$ cat src/rtl/xillybus_apfifo_bridge.sv
// Xillybus 128-bit stream pair to HLS ap_fifo bridge: FIFO A feeds the accelerator
// (FWFT read side); FIFO B returns results to the host with EOF sequencing and flush on close.
module xillybus_apfifo_bridge #(
   parameter int DATA_W = 128,
   parameter int ADDR_W = 4
) (
   input  logic              bus_clk,
   input  logic              reset,
   // host -> FPGA stream
   input  logic              user_w_write_128_wren,
   input  logic [DATA_W-1:0] user_w_write_128_data,
   output logic              user_w_write_128_full,
   input  logic              user_w_write_128_open,
   // FPGA -> host stream
   input  logic              user_r_read_128_rden,
   output logic [DATA_W-1:0] user_r_read_128_data,
   output logic              user_r_read_128_empty,
   output logic              user_r_read_128_eof,
   input  logic              user_r_read_128_open,
   // accelerator ap_fifo read port
   output logic [DATA_W-1:0] in_dout,
   output logic              in_empty_n,
   input  logic              in_read,
   output logic              in_closed,
   // accelerator ap_fifo write port
   input  logic [DATA_W-1:0] out_din,
   output logic              out_full_n,
   input  logic              out_write,
   input  logic              out_last,
   // status
   output logic              overflow
);

   localparam int                DEPTH    = 1 << ADDR_W;
   localparam logic [ADDR_W:0]   FULL_CNT = (ADDR_W + 1)'(DEPTH);
   localparam logic [ADDR_W:0]   CNT_ONE  = (ADDR_W + 1)'(1);
   localparam logic [ADDR_W-1:0] PTR_ONE  = ADDR_W'(1);

   typedef enum logic [1:0] {
      RD_CLOSED = 2'd0,
      RD_STREAM = 2'd1,
      RD_DRAIN  = 2'd2,
      RD_EOF    = 2'd3
   } rd_state_t;

   // ------------------------------------------------------------------
   // FIFO A: host -> accelerator
   // ------------------------------------------------------------------
   logic [DATA_W-1:0] mem_a [DEPTH];
   logic [ADDR_W-1:0] wptr_a, rptr_a;
   logic [ADDR_W:0]   cnt_a;
   logic              full_a, empty_a, push_a, pop_a, drop_a;

   assign full_a  = (cnt_a == FULL_CNT);
   assign empty_a = (cnt_a == '0);
   assign pop_a   = in_read && !empty_a;
   // A pop frees the slot this cycle, so a push at full is still taken.
   assign push_a  = user_w_write_128_wren && (!full_a || pop_a);
   assign drop_a  = user_w_write_128_wren && !push_a;

   // NOTE: storage arrays carry no reset; only pointers and counts define
   // which entries are valid, and leaving the RAM unreset lets it map to block/distributed RAM.
   always_ff @(posedge bus_clk) begin
      if (push_a) mem_a[wptr_a] <= user_w_write_128_data;
   end

   // NOTE: every clocked state update uses non-blocking assignment so all
   // registers see pre-edge values regardless of statement order.
   always_ff @(posedge bus_clk) begin
      if (reset) begin
         wptr_a <= '0;
         rptr_a <= '0;
         cnt_a  <= '0;
      end else begin
         if (push_a) wptr_a <= wptr_a + PTR_ONE;
         if (pop_a)  rptr_a <= rptr_a + PTR_ONE;
         case ({push_a, pop_a})
            2'b10:   cnt_a <= cnt_a + CNT_ONE;
            2'b01:   cnt_a <= cnt_a - CNT_ONE;
            default: cnt_a <= cnt_a;
         endcase
      end
   end

   assign user_w_write_128_full = full_a;
   assign in_dout               = mem_a[rptr_a];
   assign in_empty_n            = !empty_a;
   assign in_closed             = !user_w_write_128_open && empty_a;

   // ------------------------------------------------------------------
   // FIFO B: accelerator -> host, controlled by the read-channel FSM
   // ------------------------------------------------------------------
   logic [DATA_W-1:0] mem_b [DEPTH];
   logic [ADDR_W-1:0] wptr_b, rptr_b;
   logic [ADDR_W:0]   cnt_b;
   logic              full_b, empty_b;
   logic              push_b, pop_b, drop_b, flush_b;
   logic [DATA_W-1:0] rd_data_q;
   logic              eof_q;
   rd_state_t         state, state_nxt;

   assign full_b  = (cnt_b == FULL_CNT);
   assign empty_b = (cnt_b == '0);

   // NOTE: combinational blocks assign every output a default first, so no
   // path through the case/if tree can leave a signal unassigned (no latch).
   always_comb begin
      state_nxt  = state;
      out_full_n = 1'b0;
      push_b     = 1'b0;
      pop_b      = 1'b0;
      drop_b     = 1'b0;
      flush_b    = 1'b0;

      case (state)
         RD_CLOSED: begin
            out_full_n = 1'b1;
            if (user_r_read_128_open) state_nxt = RD_STREAM;
         end
         RD_STREAM: begin
            out_full_n = !full_b;
            push_b     = out_write && !full_b;
            drop_b     = out_write && full_b;
            pop_b      = user_r_read_128_rden && !empty_b;
            if (push_b && out_last) state_nxt = RD_DRAIN;
         end
         RD_DRAIN: begin
            pop_b = user_r_read_128_rden && !empty_b;
            if (empty_b) state_nxt = RD_EOF;
         end
         RD_EOF: begin
            state_nxt = RD_EOF;
         end
         default: begin
            state_nxt = RD_CLOSED;
         end
      endcase

      // Closing the read file overrides everything on this edge.
      if (!user_r_read_128_open) begin
         state_nxt = RD_CLOSED;
         flush_b   = 1'b1;
         push_b    = 1'b0;
         pop_b     = 1'b0;
         drop_b    = 1'b0;
      end
   end

   always_ff @(posedge bus_clk) begin
      if (push_b) mem_b[wptr_b] <= out_din;
   end

   always_ff @(posedge bus_clk) begin
      if (reset) begin
         state     <= RD_CLOSED;
         wptr_b    <= '0;
         rptr_b    <= '0;
         cnt_b     <= '0;
         rd_data_q <= '0;
         eof_q     <= 1'b0;
      end else begin
         state <= state_nxt;
         eof_q <= (state_nxt == RD_EOF);
         if (flush_b) begin
            wptr_b <= '0;
            rptr_b <= '0;
            cnt_b  <= '0;
         end else begin
            if (push_b) wptr_b <= wptr_b + PTR_ONE;
            if (pop_b) begin
               rptr_b    <= rptr_b + PTR_ONE;
               rd_data_q <= mem_b[rptr_b];
            end
            case ({push_b, pop_b})
               2'b10:   cnt_b <= cnt_b + CNT_ONE;
               2'b01:   cnt_b <= cnt_b - CNT_ONE;
               default: cnt_b <= cnt_b;
            endcase
         end
      end
   end

   assign user_r_read_128_data  = rd_data_q;
   assign user_r_read_128_empty = empty_b;
   assign user_r_read_128_eof   = eof_q;

   // ------------------------------------------------------------------
   // Sticky overflow from either FIFO
   // ------------------------------------------------------------------
   always_ff @(posedge bus_clk) begin
      if (reset)                 overflow <= 1'b0;
      else if (drop_a || drop_b) overflow <= 1'b1;
   end

endmodule

$ cat config.mk
export PLATFORM = sky130hd
export DESIGN_NAME = xillybus_apfifo_bridge
export DESIGN_NICKNAME = d
export VERILOG_FILES = /design/src/rtl/xillybus_apfifo_bridge.sv
export SDC_FILE = /design/constraint.sdc
export NUM_CORES = 2
export LEC_CHECK = 0
export CORE_MARGIN = 4
export CORE_UTILIZATION = 30
export CTS_CLUSTER_DIAMETER = 80
export DETAILED_ROUTE_END_ITERATION = 8
export GPL_ROUTABILITY_DRIVEN = 1
export SYNTH_ARGS = -nofsm -noshare
export SYNTH_HDL_FRONTEND = slang
export SYNTH_SLANG_ARGS = --single-unit
$ cat constraint.sdc
create_clock -name bus_clk -period 16.5 [get_ports bus_clk]
set_input_delay 3.3 -clock bus_clk [delete_from_list [all_inputs] [get_ports bus_clk]]
set_output_delay 3.3 -clock bus_clk [all_outputs]
set_load 0.01 [all_outputs]
==> impl_metrics.tcl <==
set metrics [dict create \
    status "finished, final reports clean" \
    critical_path_class "flop to output pin" \
    ctsRootBufferMaster "clkbuf_16" \
    synthesized_area_mm2 0.1599 \
    drive_gt1_share_pct 25.93 \
    fraction_of_the_core_area_covered_by_cells_at_the_end_of_the_flow_pct 35.61 \
    vdd_ir_drop_max_mv 0.1346 \
    maxSlewViolCount 0 \
    initial_core_util_pct 30.19 \
    cp-end-kind "output pin" \
    critPathLaunchType "flop" \
    route.detailed.wl_per_inst_um 26.44 \
    maxSlewHeadroom_pct 28.23 \
    maxClockFrequency_mhz 110.9 \
    final_setup_violation_count 0 \
    ys_seq_area_share_pct 78.93 \
    final_common_cell "edfxtp_1" \
    die_x_um 738.2 \
    grt_antenna_before_repair 107 \
    grt.total_usage_pct 14.01 \
    h-tree-depth 5 \
    critical_path_peak_fanout 95 \
    buffer_ports.inserted 527 \
    cts-root-to-sink-buffers 4 \
    synth_warnings 0 \
    drt-vias-per-instance 4.968 \
    timing.final.crit_share_pct 54.65 \
    first_global_vias 76840 \
    placeableCoreArea_mm2 0.5298 \
    floorplan.die.height_um 738.2 \
    max_cap_viol_count 0 \
    insertion_delay_ns 1.03 \
    mappedNetlistNets 7016 \
    rsz0062_at_grt "false" \
    grt.overflow.total 0 \
    timing.critical_path.required_ns 13.20 \
    ant_nets 0 \
    synth.ff_latch_count 4258 \
    post_synth_inst_count 6727 \
    cts_made_buffers 436 \
    finalNetCount 7770 \
    vias 73980 \
    critical_path_arrival_ns 5.72 \
    remaining_drc_errors 0 \
    total_leakage_power_nw 55.71 \
    drt-initial-drc-count 7169 \
    drtPass1Iterations 7 \
    wire_length_of_the_first_global_routing_pass_mm 558.0 \
    boundaryPins 528 \
    area_growth_syn_to_layout_pct 17.98 \
    ys_async_sr_fraction_pct 0 \
    postcts_setup_bufs 0 \
    routed_wl_mm 393.6 \
    design.die.area_mm2 0.5449 \
    tritoncts "built" \
    number_of_buffers_inserted_for_hold_repair_after_clock_tree_synthesis 0 \
    setup_total_negative_slack_ns 0 \
    count_of_flip_flops_with_a_built_in_enable_after_synthesis 4096 \
    synthesis.area_per_instance_um2 23.78 \
    layout.cells.most_common_list "4096 x edfxtp_1, 1074 x mux4_2, 526 x clkdlybuf4s50_1, 438 x clkbuf_16, 222 x mux2i_1" \
    minimum_period_implied_by_the_final_worst_setup_slack_ns 9.017 \
    worstMarginPinSlew_ns 1.077 \
    pre_cts_slack_ns 8.375 \
    power-per-cell-area_mw_per_mm2 129.6 \
    hold-worst-slack_ns 0.4893 \
    synth.distinct_cells 49 \
    grt_start_max_net_pins 127 \
    clock_sinks 4258 \
    dp_hpwl_mm 207.0 \
    fillers 47990 \
    ys_dominant_reg_cell "edfxtp_1" \
    post_cts_resize_count 0 \
    skew_ns 0.1192 \
    placementRows 267 \
    cts.reportedPaths.clkPinSlew_ns 0.06 \
    timing.final.ws_setup_ns 7.483 \
    gp_congestion 0.7310 \
    hold_class "flop to flop" \
    final-hold-violation-count 0 \
]
[critical path, stage by stage (launching register included)]
cell	delay [ns]
dfxtp_4	0.57
buf_4	0.67
buf_12	0.60
buf_4	0.69
mux4_2	0.34
nor2b_1	0.12
a211oi_1	0.06
a21oi_1	0.63
clkdlybuf4s50_1	0.68
[power by group]
part,internal [mW],switching [mW],total (mW)
clock,5.65,4.16,9.81
sequential,12.0,0.0484,12.0
combinational,1.34,1.29,2.63
[final timing paths]
| path | startpoint | endpoint | slack [ns] | cells past startpoint |
|---|---|---|---|---|
| max | flop | in_dout[116] | 7.48 | 8 |
| max reg2reg | rptr_b[1]$_SDFFE_PP0P_ | user_r_read_128_data[106]$_SDFFE_PP0P_ | 11.25 | 8 |
| min reg2reg | user_r_read_128_data[101]$_SDFFE_PP0P_ | user_r_read_128_data[101]$_SDFFE_PP0P_ | 0.49 | 2 |
| min | user_r_read_128_data[101]$_SDFFE_PP0P_ | user_r_read_128_data[101]$_SDFFE_PP0P_ | 0.49 | 2 |
[metrics by stage]
stage / total power, mW / cell area (um2) / cells
5_1_grt: 25.35 / 188600 / 14860
6_report: 24.45 / 188700 / 14890
4_1_cts: 24.75 / 188600 / 14850
2_1_floorplan: 13.93 / 159900 / 6727
3_3_place_gp: 14.87 / 174100 / 14040
3_5_place_dp: 14.92 / 174100 / 14040
[registers in the layout (all words and copies together) (netlist names), named ones only]
name                  flops
cnt_a                     5
cnt_b                     5
mem_a                  2048
mem_b                  2048
overflow                  1
rptr_a                    4
rptr_b                    4
state                     2
user_r_read_128_data    128
user_r_read_128_eof       1
wptr_a                    4
wptr_b                    4
[layout make-up]
cell class,instances,area [um2],area share [%]
well taps,6994,8751,4.638
clock buffers,550,11610,6.154
diodes,37,92.59,0.04907
inverters,20,77.57,0.04111
flip-flops and latches,4258,126300,66.92
repair buffers,677,6822,3.615
clock inverters,266,2851,1.511
multi-input cells,2088,32220,17.07
[synthesized netlist by cell type (all sizes together) (2+ instances only)]
master | instances | area (um2)
a211oi | 74 | 555.5
a21o | 4 | 30.03
a21oi | 78 | 390.4
a22oi | 124 | 930.9
and2 | 2 | 15.02
buf | 199 | 1015
clkbuf | 162 | 608.1
dfxtp | 162 | 3243
edfxtp | 4096 | 123000
fa | 2 | 40.04
ha | 22 | 275.3
inv | 20 | 77.58
mux2 | 116 | 1306
mux2i | 222 | 2222
mux4 | 1074 | 24190
nand2 | 21 | 78.83
nand2b | 6 | 37.54
nand3 | 4 | 20.02
nand3b | 6 | 45.04
nand4 | 3 | 18.77
nor2 | 65 | 260.3
nor2b | 69 | 431.7
nor3 | 20 | 100.1
nor4 | 2 | 27.53
nor4b | 2 | 32.53
o21ai | 123 | 615.6
o221ai | 4 | 35.03
o22ai | 16 | 100.1
or3 | 4 | 25.02
or4 | 2 | 18.77
xnor2 | 6 | 52.55
xor2 | 10 | 87.58
[per-layer routing]
layer  vias to the layer above  wire [um]  GRT usage (%)  share of wire [%]
met5                         -        733              0               0.19
met4                       112      10010          3.582                2.5
met3                       708      37750          4.285                9.6
met2                      2796     189000          22.91                 48
met1                     39980     156100          18.16                 40
li1                      30380          -              -                  -
[cell families after synthesis]
family / after synthesis / share of synthesized area (%)
flip-flops: 4258 / 78.93
buffers and inverters: 381 / 1.063
XOR/XNOR: 16 / 0.08762
multiplexers: 1412 / 17.33
AND/OR/NAND/NOR: 209 / 0.7080
AO/OA/AOI/OAI: 427 / 1.683
adder cells (fa/ha/maj): 24 / 0.1971
Power figures use the tool's default switching activity.
